===== config.mk =====
export PLATFORM = sky130hd
export DESIGN_NAME = soc_pad_bridge
export DESIGN_NICKNAME = d
export VERILOG_FILES = /design/src/rtl/soc_pad_bridge.sv
export SDC_FILE = /design/constraint.sdc
export NUM_CORES = 1
export LEC_CHECK = 0
export BUFFER_PORTS_ARGS = -buffer_cell sky130_fd_sc_hd__buf_2
export CAP_MARGIN = 20
export CORE_MARGIN = 1
export CORE_UTILIZATION = 53
export CTS_CLUSTER_DIAMETER = 30
export DETAILED_ROUTE_END_ITERATION = 12
export PLACE_DENSITY_LB_ADDON = 0.05
export SETUP_SLACK_MARGIN = 0.05
export SLEW_MARGIN = 10
export SYNTH_ARGS = -nofsm -noshare
export SYNTH_HDL_FRONTEND = slang
export SYNTH_HIERARCHICAL = 1
export SYNTH_SLANG_ARGS = --single-unit

===== constraint.sdc =====
create_clock -name clk -period 7.06 [get_ports clk]
set_input_delay 0.353 -clock clk [delete_from_list [all_inputs] [get_ports clk]]
set_output_delay 0.353 -clock clk [all_outputs]
set_load 0.02 [all_outputs]

===== src/rtl/soc_pad_bridge.sv =====
// Pad-side bridge: gathers narrow pad beats into core requests, serialises read returns
// back onto the pad, and runs the execution-start handshake.
`timescale 1ns/1ps

module soc_pad_bridge_rsync #(
  parameter int STAGES = 2
) (
  input  logic clk,
  input  logic rstn,
  output logic rstn_sync
);
  logic [STAGES-1:0] sync_q, sync_d;

  always_comb sync_d = {sync_q[STAGES-2:0], 1'b1};

  always_ff @(posedge clk or negedge rstn) begin
    if (!rstn) sync_q <= '0;
    else       sync_q <= sync_d;
  end

  assign rstn_sync = sync_q[STAGES-1];
endmodule

module soc_pad_bridge #(
  parameter int PAD_W       = 16,
  parameter int ADDR_W      = 19,
  parameter int DATA_W      = 32,
  parameter int SYNC_STAGES = 2,
  parameter int RD_DEPTH    = 4
) (
  input  logic              clk,
  input  logic              rstn,
  input  logic              chip_en,
  input  logic [PAD_W-1:0]  pad_din,
  input  logic [1:0]        pad_valid,
  input  logic              pad_rw,
  output logic [PAD_W-1:0]  pad_dout,
  output logic              pad_dout_valid,
  input  logic              scan_start_exec,
  output logic              exec_end,
  output logic              proto_err,
  output logic              core_req,
  output logic              core_we,
  output logic [ADDR_W-1:0] core_addr,
  output logic [DATA_W-1:0] core_wdata,
  input  logic              core_gnt,
  input  logic              core_rvalid,
  input  logic [DATA_W-1:0] core_rdata,
  output logic              core_start,
  input  logic              core_done,
  output logic              rstn_sync
);
  localparam int AB  = (ADDR_W + PAD_W - 1) / PAD_W;
  localparam int DB  = DATA_W / PAD_W;
  localparam int ACW = (AB > 1) ? $clog2(AB) : 1;
  localparam int DCW = (DB > 1) ? $clog2(DB) : 1;
  localparam int PW  = (RD_DEPTH > 1) ? $clog2(RD_DEPTH) : 1;
  localparam logic [ACW-1:0] A_LAST = ACW'(AB - 1);
  localparam logic [DCW-1:0] D_LAST = DCW'(DB - 1);
  localparam logic [PW:0]    F_FULL = (PW+1)'(RD_DEPTH);

  typedef enum logic [2:0] {IDLE, ACOL, DCOL, ISSUE, RWAIT} state_t;

  logic rst_n_i;

  soc_pad_bridge_rsync #(.STAGES(SYNC_STAGES)) u_rsync (
    .clk       (clk),
    .rstn      (rstn),
    .rstn_sync (rst_n_i)
  );
  assign rstn_sync = rst_n_i;

  state_t                       state_q, state_d;
  logic                         rw_q, rw_d;
  logic [ACW-1:0]               acnt_q, acnt_d;
  logic [DCW-1:0]               dcnt_q, dcnt_d;
  logic [AB-1:0][PAD_W-1:0]     abuf_q, abuf_d;
  logic [DB-1:0][PAD_W-1:0]     dbuf_q, dbuf_d;
  logic                         perr_q, perr_d;
  logic [RD_DEPTH-1:0][DATA_W-1:0] mem_q, mem_d;
  logic [PW-1:0]                wptr_q, wptr_d, rptr_q, rptr_d;
  logic [PW:0]                  cnt_q, cnt_d;
  logic [DATA_W-1:0]            ser_q, ser_d;
  logic                         sact_q, sact_d;
  logic [DCW-1:0]               scnt_q, scnt_d;
  logic                         scan_q, scan_d, busy_q, busy_d;
  logic                         start_q, start_d, eend_q, eend_d;

  logic abeat, dbeat, push, pop, fifo_full, fifo_empty, accept;

  assign abeat      = chip_en && (pad_valid == 2'b01);
  assign dbeat      = chip_en && (pad_valid == 2'b10);
  assign fifo_full  = (cnt_q == F_FULL);
  assign fifo_empty = (cnt_q == '0);

  // Reads hold off while the return FIFO has no room; writes never touch it.
  assign core_req   = (state_q == ISSUE) && (rw_q || !fifo_full);
  assign core_we    = rw_q;
  assign core_addr  = ADDR_W'(abuf_q);
  assign core_wdata = dbuf_q;
  assign proto_err  = perr_q;

  always_comb begin
    state_d = state_q;
    rw_d    = rw_q;
    acnt_d  = acnt_q;
    dcnt_d  = dcnt_q;
    abuf_d  = abuf_q;
    dbuf_d  = dbuf_q;
    perr_d  = perr_q;
    push    = 1'b0;
    case (state_q)
      IDLE: begin
        if (abeat) begin
          abuf_d[0] = pad_din;
          rw_d      = pad_rw;
          dcnt_d    = '0;
          if (AB == 1) begin
            state_d = pad_rw ? DCOL : ISSUE;
          end else begin
            acnt_d  = ACW'(1);
            state_d = ACOL;
          end
        end else if (dbeat) begin
          perr_d = 1'b1;
        end
      end
      ACOL: begin
        if (abeat) begin
          abuf_d[acnt_q] = pad_din;
          if (acnt_q == A_LAST) begin
            acnt_d  = '0;
            state_d = rw_q ? DCOL : ISSUE;
          end else begin
            acnt_d = acnt_q + 1'b1;
          end
        end else if (dbeat) begin
          perr_d = 1'b1;
        end
      end
      DCOL: begin
        if (dbeat) begin
          dbuf_d[dcnt_q] = pad_din;
          if (dcnt_q == D_LAST) begin
            dcnt_d  = '0;
            state_d = ISSUE;
          end else begin
            dcnt_d = dcnt_q + 1'b1;
          end
        end else if (abeat) begin
          perr_d = 1'b1;
        end
      end
      ISSUE: begin
        if (abeat || dbeat) perr_d = 1'b1;
        if (core_req && core_gnt) state_d = rw_q ? IDLE : RWAIT;
      end
      RWAIT: begin
        if (abeat || dbeat) perr_d = 1'b1;
        if (core_rvalid) begin
          push    = 1'b1;
          state_d = IDLE;
        end
      end
      default: state_d = IDLE;
    endcase
  end

  // Read-return FIFO and pad serialiser; a new word is taken only when the serialiser is idle.
  assign pop = !sact_q && !fifo_empty;

  always_comb begin
    mem_d  = mem_q;
    wptr_d = wptr_q;
    rptr_d = rptr_q;
    cnt_d  = cnt_q;
    ser_d  = ser_q;
    sact_d = sact_q;
    scnt_d = scnt_q;
    if (push) begin
      mem_d[wptr_q] = core_rdata;
      wptr_d        = wptr_q + 1'b1;
    end
    if (pop) rptr_d = rptr_q + 1'b1;
    case ({push, pop})
      2'b10:   cnt_d = cnt_q + 1'b1;
      2'b01:   cnt_d = cnt_q - 1'b1;
      default: cnt_d = cnt_q;
    endcase
    if (pop) begin
      ser_d  = mem_q[rptr_q];
      sact_d = 1'b1;
      scnt_d = '0;
    end else if (sact_q) begin
      ser_d = ser_q >> PAD_W;
      if (scnt_q == D_LAST) begin
        sact_d = 1'b0;
        scnt_d = '0;
      end else begin
        scnt_d = scnt_q + 1'b1;
      end
    end
  end

  assign pad_dout       = sact_q ? ser_q[PAD_W-1:0] : '0;
  assign pad_dout_valid = sact_q;

  // Execution handshake: only the first rising edge of a busy period is honoured.
  assign accept = scan_start_exec && !scan_q && !busy_q;

  always_comb begin
    scan_d  = scan_start_exec;
    start_d = accept;
    busy_d  = busy_q;
    eend_d  = eend_q;
    if (accept) begin
      busy_d = 1'b1;
      eend_d = 1'b0;
    end else if (busy_q && core_done) begin
      busy_d = 1'b0;
      eend_d = 1'b1;
    end
  end

  assign core_start = start_q;
  assign exec_end   = eend_q;

  always_ff @(posedge clk or negedge rst_n_i) begin
    if (!rst_n_i) begin
      state_q <= IDLE;
      rw_q    <= 1'b0;
      acnt_q  <= '0;
      dcnt_q  <= '0;
      abuf_q  <= '0;
      dbuf_q  <= '0;
      perr_q  <= 1'b0;
      mem_q   <= '0;
      wptr_q  <= '0;
      rptr_q  <= '0;
      cnt_q   <= '0;
      ser_q   <= '0;
      sact_q  <= 1'b0;
      scnt_q  <= '0;
      scan_q  <= 1'b0;
      busy_q  <= 1'b0;
      start_q <= 1'b0;
      eend_q  <= 1'b0;
    end else begin
      state_q <= state_d;
      rw_q    <= rw_d;
      acnt_q  <= acnt_d;
      dcnt_q  <= dcnt_d;
      abuf_q  <= abuf_d;
      dbuf_q  <= dbuf_d;
      perr_q  <= perr_d;
      mem_q   <= mem_d;
      wptr_q  <= wptr_d;
      rptr_q  <= rptr_d;
      cnt_q   <= cnt_d;
      ser_q   <= ser_d;
      sact_q  <= sact_d;
      scnt_q  <= scnt_d;
      scan_q  <= scan_d;
      busy_q  <= busy_d;
      start_q <= start_d;
      eend_q  <= eend_d;
    end
  end
endmodule

== Word-level counts from Yosys, hierarchy flattened ==
Cells that the tools add are included.
W data, S select, Z words.

* Logic and storage cells: 147
* Bits of input ports: 58
* Register bits: 246
* Output and inout port bits: 74

* Magnitude comparators: 7
* Add/subtract/negate cells: 7
* Equal/unequal tests: 21
* Reduce and logical (&&, ||, !) cells: 35
* Mux-type cells: 53

{| class="wikitable"
|+ Operator list
! kind !! number
|-
| $bwmux W128 || 1
|-
| $mux W32 || 4
|-
| $mux W16 || 5
|-
| $bmux W32 S2 || 1
|-
| $bwmux W32 || 2
|-
| $demux W32 S2 || 1
|-
| $demux W16 S1 || 2
|-
| $pmux W16 S2 || 1
|-
| $mux W3 || 8
|-
| $mux W1 || 23
|-
| $ne A2 B2 Y1 const B || 9
|-
| $pmux W3 S5 || 1
|-
| $logic_and A1 B1 Y1 || 11
|-
| $reduce_bool A2 Y1 || 5
|-
| $reduce_and A7 Y1 || 1
|-
| $eq A3 B2 Y1 const B || 2
|-
| $eq A3 B3 Y1 const B || 2
|-
| $logic_not A3 Y1 || 2
|-
| $lt A2 B3 Y1 const B || 2
|-
| $ne A2 B1 Y1 const B || 3
|-
| $pmux W3 S2 || 1
|-
| $reduce_and A2 Y1 || 3
|-
| $reduce_and A3 Y1 || 2
|-
| $reduce_and A6 Y1 || 1
|-
| 16 further kinds || 30
|}

== Longest topological paths before layout ==
* Depth in word-level cells: 7
* Mapped depth: 11
* Mapped depth without buffers: 9

== Modules after synthesis ==
The synthesis kept the hierarchy.

{| class="wikitable"
|+ Modules (own cells, without submodules)
! module !! area each (µm²) !! sequential area each (µm²) !! instances !! cells an instance
|-
| soc_pad_bridge || 10533.9 || 5780.5 || 1 || 629
|-
| soc_pad_bridge_rsync || 53.8 || 50.0 || 1 || 3
|}

== Worst setup path before layout ==
No wires, ideal clock.

* Kind: register to output
* Start: register u_rsync.sync_q[1]
* End: output port rstn_sync
* Slack: 1304 ps
* Arrival time: 5403 ps
* Cell stages (with the launch flop): 1
* Data required time: 6707 ps
* Buffers on the path: 0
* Path through: dfrtp_1

{| class="wikitable"
|+ RTL lines
! element !! RTL line !! source
|-
| start: declaration || 12 || <nowiki>logic [STAGES-1:0] sync_q, sync_d;</nowiki>
|-
| start signal: assignment || 18 || <nowiki>else sync_q <= sync_d;</nowiki>
|-
| end: declaration || 51 || <nowiki>output logic rstn_sync</nowiki>
|}

No word-level cell between the ends.

== Final worst setup path ==
* Start: register rptr_q[0]
* End: register ser_q[11]

* Longest elaborated chain between the ends: 3

{| class="wikitable"
|+ RTL lines
! element !! RTL line !! source
|-
| start: declaration || 81 || <nowiki>logic [PW-1:0] wptr_q, wptr_d, rptr_q, rptr_d;</nowiki>
|-
| start signal: assignment || 258 || <nowiki>rptr_q <= rptr_d;</nowiki>
|-
| $bmux W32 S2 || 191 || <nowiki>ser_d = mem_q[rptr_q];</nowiki>
|-
| $mux W32 (not written as such) || 191 ||
|-
| $mux W32 || 190 || <nowiki>if (pop) begin</nowiki>
|-
| end signal: assignment || 260 || <nowiki>ser_q <= ser_d;</nowiki>
|-
| end: declaration || 83 || <nowiki>logic [DATA_W-1:0] ser_q, ser_d;</nowiki>
|}

Every way passes these cells. The select of a mux whose other input is x is not followed.
A chain may end at the register's enable or synchronous reset.

==> load_flow_metrics.sql <==
INSERT INTO impl_metrics (metric_group, metric, value, unit) VALUES
('global_routing', 'pin_count_of_the_biggest_net_entering_global_routing', '180', ''),
('worst_setup_path', 'worstSetupStartpoint', 'rptr_q[0]$_DFFE_PN0P_', ''),
('cts', 'cts_root_buffer', 'sky130_fd_sc_hd__clkbuf_16', ''),
('floorplan', 'fp.coreArea', '19500', 'um^2'),
('synth', 'post_synth_instance_area', '10600', 'um^2'),
('drt', 'initialDrtViolationCount', '332', ''),
('drt', 'drt_drc_violations_left', '0', ''),
('worst_setup_path', 'crit_path_max_incr_delay', '0.69', 'ns'),
('sta', 'final_min_period_over_clock_period', '31.4', '%'),
('cts', 'clkTransAtPathRegs', '0.05', 'ns'),
('pwr', 'p_seq_share', '35.7', '%'),
('cts', 'clock_sink_count', '233', ''),
('layout', 'layout.cells.most_common_list', 'sky130_fd_sc_hd__dfrtp_1 (231), sky130_fd_sc_hd__buf_2 (131), sky130_fd_sc_hd__mux2_4 (120)', ''),
('layout', 'layout-drive-gt1-share', '53.8', '%'),
('synth', 'synthesis.yosys.warnings', '6', ''),
('job', 'max_cap_violations', '0', ''),
('pwr', 'worst_ir_drop_vdd', '0.000232', 'V'),
('run_status', 'outcome', 'finished clean', ''),
('global_routing', 'grt_antenna_before_repair', '4', ''),
('pwr', 'net-switching-power', '1.77', 'mW'),
('sta', 'totalNegativeSetupSlack', '0', 'ns'),
('synth', 'synth.distinct_cells', '50', ''),
('synth', 'flip_flop_and_latch_count_after_synthesis', '233', ''),
('pwr', 'sw_frac_of_total', '30.2', '%'),
('synth', 'nets_in_the_synthesized_netlist', '696', ''),
('worst_setup_path', 'r2r.worst_path.cells', '4', ''),
('worst_setup_path', 'timing.critical_path.cells', 'buf_4, mux4_2, a222oi_1, inv_1', ''),
('cts', 'postCtsSetupBuffers', '0', ''),
('floorplan', 'pin_count', '132', ''),
('worst_setup_path', 'ff2ff_setup_slack', '4.84', 'ns'),
('place', 'port_buffers', '131', ''),
('cts', 'number_of_gates_given_a_new_drive_strength_after_cts', '0', ''),
('worst_setup_path', 'critical_path_required', '7.47', 'ns'),
('worst_setup_path', 'worstSetupStartpointType', 'flop', ''),
('pwr', 'power.combinational.fraction', '25.0', '%'),
('worst_setup_path', 'critical_path_class', 'flop to flop', ''),
('cts', 'cts_tree', 'yes', ''),
('layout', 'final_common_cell', 'sky130_fd_sc_hd__dfrtp_1', ''),
('worst_setup_path', 'critPathArrivalTime', '2.62', 'ns'),
('sta', 'hold_viol_final', '0', ''),
('layout', 'finalNetCount', '849', ''),
('place', 'placement.cell_area', '11200', 'um^2'),
('worst_setup_path', 'critical_path.n_buffers_inverters', '2', ''),
('drt', 'routed_wl', '22800', 'um'),
('place', 'placedCellCount', '998', ''),
('sta', 'maximum_clock_skew_at_final_layout', '0.0204', 'ns'),
('drt', 'via_count', '5999', ''),
('sta', 'final-setup-viol-count', '0', ''),
('sta', 'slew_at_the_pin_with_the_worst_max_slew_slack', '0.946', 'ns'),
('cts', 'clock_tree.htree_level_count', '2', ''),
('drt', 'average_detailed_routed_wire_length_per_instance', '20.9', 'um'),
('layout', 'areaGrowthSynthToFinish', '22.3', '%'),
('worst_setup_path', 'setup.worst_path.end', 'ser_q[11]$_DFFE_PN0P_', ''),
('drt', 'drt_pass1_iterations', '5', ''),
('sta', 'fmaxAchievable', '451', 'MHz'),
('worst_setup_path', 'critical_path.reg2reg.endpoint', 'ser_q[11]$_DFFE_PN0P_', ''),
('pwr', 'intPower', '4.07', 'mW'),
('drt', 'ant_nets', '0', ''),
('worst_setup_path', 'end_kind', 'flop', ''),
('worst_setup_path', 'regToRegStartpoint', 'rptr_q[0]$_DFFE_PN0P_', ''),
('cts', 'clock_tree.buffer_depth', '3', ''),
('worst_setup_path', 'critPathMaxFanout', '19', ''),
('global_routing', 'grt_use_total', '23.3', '%'),
('cts', 'hold_buffers', '3', ''),
('sta', 'final_max_slew_viol_count', '0', ''),
('floorplan', 'fp.dieW', '143', 'um'),
('synth', 'synth_seq_area_share', '55.1', '%'),
('global_routing', 'grt_first_pass_wirelength', '36200', 'um'),
('layout', 'layout.cells.non_filler', '1091', ''),
('synth', 'syn_area_per_cell', '16.8', 'um^2'),
('cts', 'numCtsBuffers', '47', '');
## cells by family after synthesis
| family | Yosys count | synth area share, % |
|---|---|---|
| AO/OA/AOI/OAI | 51 | 4.05 |
| XOR/XNOR | 6 | 0.496 |
| adder cells (fa/ha/maj) | 6 | 0.780 |
| buffers and inverters | 65 | 4.88 |
| flip-flops | 233 | 55.1 |
| multiplexers | 213 | 30.3 |
| other | 1 | 0.0354 |
| AND/OR/NAND/NOR | 57 | 4.38 |
## power by group through the flow
stage | Clock (mW) | Sequential, mW | Combinational (mW)
floorplan | 0 | 2.12 | 1.01
global placement | 0 | 2.07 | 1.43
detailed placement | 0 | 2.10 | 1.47
CTS | 2.33 | 2.09 | 1.48
global route | 2.40 | 2.14 | 1.57
finish | 2.29 | 2.09 | 1.46
## final cells by class
cell class | instances | area, um^2
Timing Repair Buffer | 141 | 751
Multi-Input combinational cell | 334 | 4250
Fill cell | 1434 | 6580
Antenna cell | 2 | 5.00
Tap cell | 265 | 332
Clock inverter | 28 | 373
Sequential cell | 233 | 5840
Clock buffer | 60 | 1300
Inverter | 28 | 105
## registers in the layout, indices dropped and copies added, names as in the netlist, 3 cells and up
name / cells
cnt_q: 3
core_addr: 19
core_wdata: 32
mem_q: 128
ser_q: 32
state_q: 3
## worst register-to-register path: cells and delay by family, from the launching register on
kind | cells | cell delay (ns)
AO/OA/AOI/OAI | 1 | 0.31
buffers and inverters | 2 | 0.54
flip-flops | 1 | 0.69
multiplexers | 1 | 0.56
## worst min path at each step
stage / startpoint / endpoint / slack [ns] / cells after the start
floorplan: rstn / u_rsync/sync_q[0]$_DFF_PN0_ / 0.06 / 0
global placement: rstn / u_rsync/sync_q[0]$_DFF_PN0_ / 0.14 / 1
detailed placement: rstn / u_rsync/sync_q[0]$_DFF_PN0_ / 0.14 / 1
CTS: pad_din[6] / core_wdata[22]$_DFFE_PN0P_ / 0.05 / 2
global route: pad_rw / core_we$_DFFE_PN0P_ / 0.06 / 2
finish: pad_rw / core_we$_DFFE_PN0P_ / 0.07 / 2
## Yosys cell counts, drive strengths merged
| library cell | count | area [um^2] |
|---|---|---|
| xor2 | 3 | 26.3 |
| nor4 | 3 | 40.0 |
| o22ai | 2 | 12.5 |
| nor2b | 1 | 6.26 |
| a222oi | 17 | 170 |
| nor3b | 1 | 7.51 |
| a21o | 1 | 7.51 |
| o21a | 1 | 7.51 |
| dfrtp | 233 | 5830 |
| o311a | 1 | 10.0 |
| fa | 1 | 20.0 |
| mux2i | 1 | 10.0 |
| nand3 | 1 | 5.00 |
| nor2 | 8 | 37.5 |
| and3 | 2 | 18.8 |
| a221o | 1 | 11.3 |
| nor4b | 1 | 8.76 |
| nand2b | 3 | 26.3 |
| o21ai | 8 | 40.0 |
| o31ai | 1 | 7.51 |
| and2 | 16 | 100 |
| mux4 | 32 | 721 |
| inv | 28 | 105 |
| nor3 | 3 | 31.3 |
| buf | 28 | 378 |
| nand2 | 13 | 119 |
| xnor2 | 3 | 26.3 |
| a22o | 18 | 158 |
| mux2 | 180 | 2480 |
| conb | 1 | 3.75 |
| a21oi | 1 | 5.00 |
| ha | 5 | 62.6 |
| and3b | 1 | 8.76 |
| clkbuf | 9 | 33.8 |
| nand3b | 4 | 55.1 |
## per-stage QoR
step / utilization [%] / hold WS, ns / power, mW / worst slack, ns
global route: 66.3 / 0.0646 / 6.11 / 4.62
global placement: 57.6 / 0.141 / 3.50 / 4.73
floorplan: - / 0.0574 / 3.13 / 3.14
finish: 66.3 / 0.0650 / 5.84 / 4.84
detailed placement: 57.6 / 0.143 / 3.57 / 4.75
CTS: 66.3 / 0.0452 / 5.90 / 4.76
## routing by layer
layer	vias up	share of wire [%]	global-route usage, %
met1	3170	45	32.8
li1	2648	-	-
met2	150	48	36.6
met3	29	5.1	4.83
met5	-	0.057	0
met4	2	1.4	7.17
Note: power is estimated with default switching activity, not from simulation.
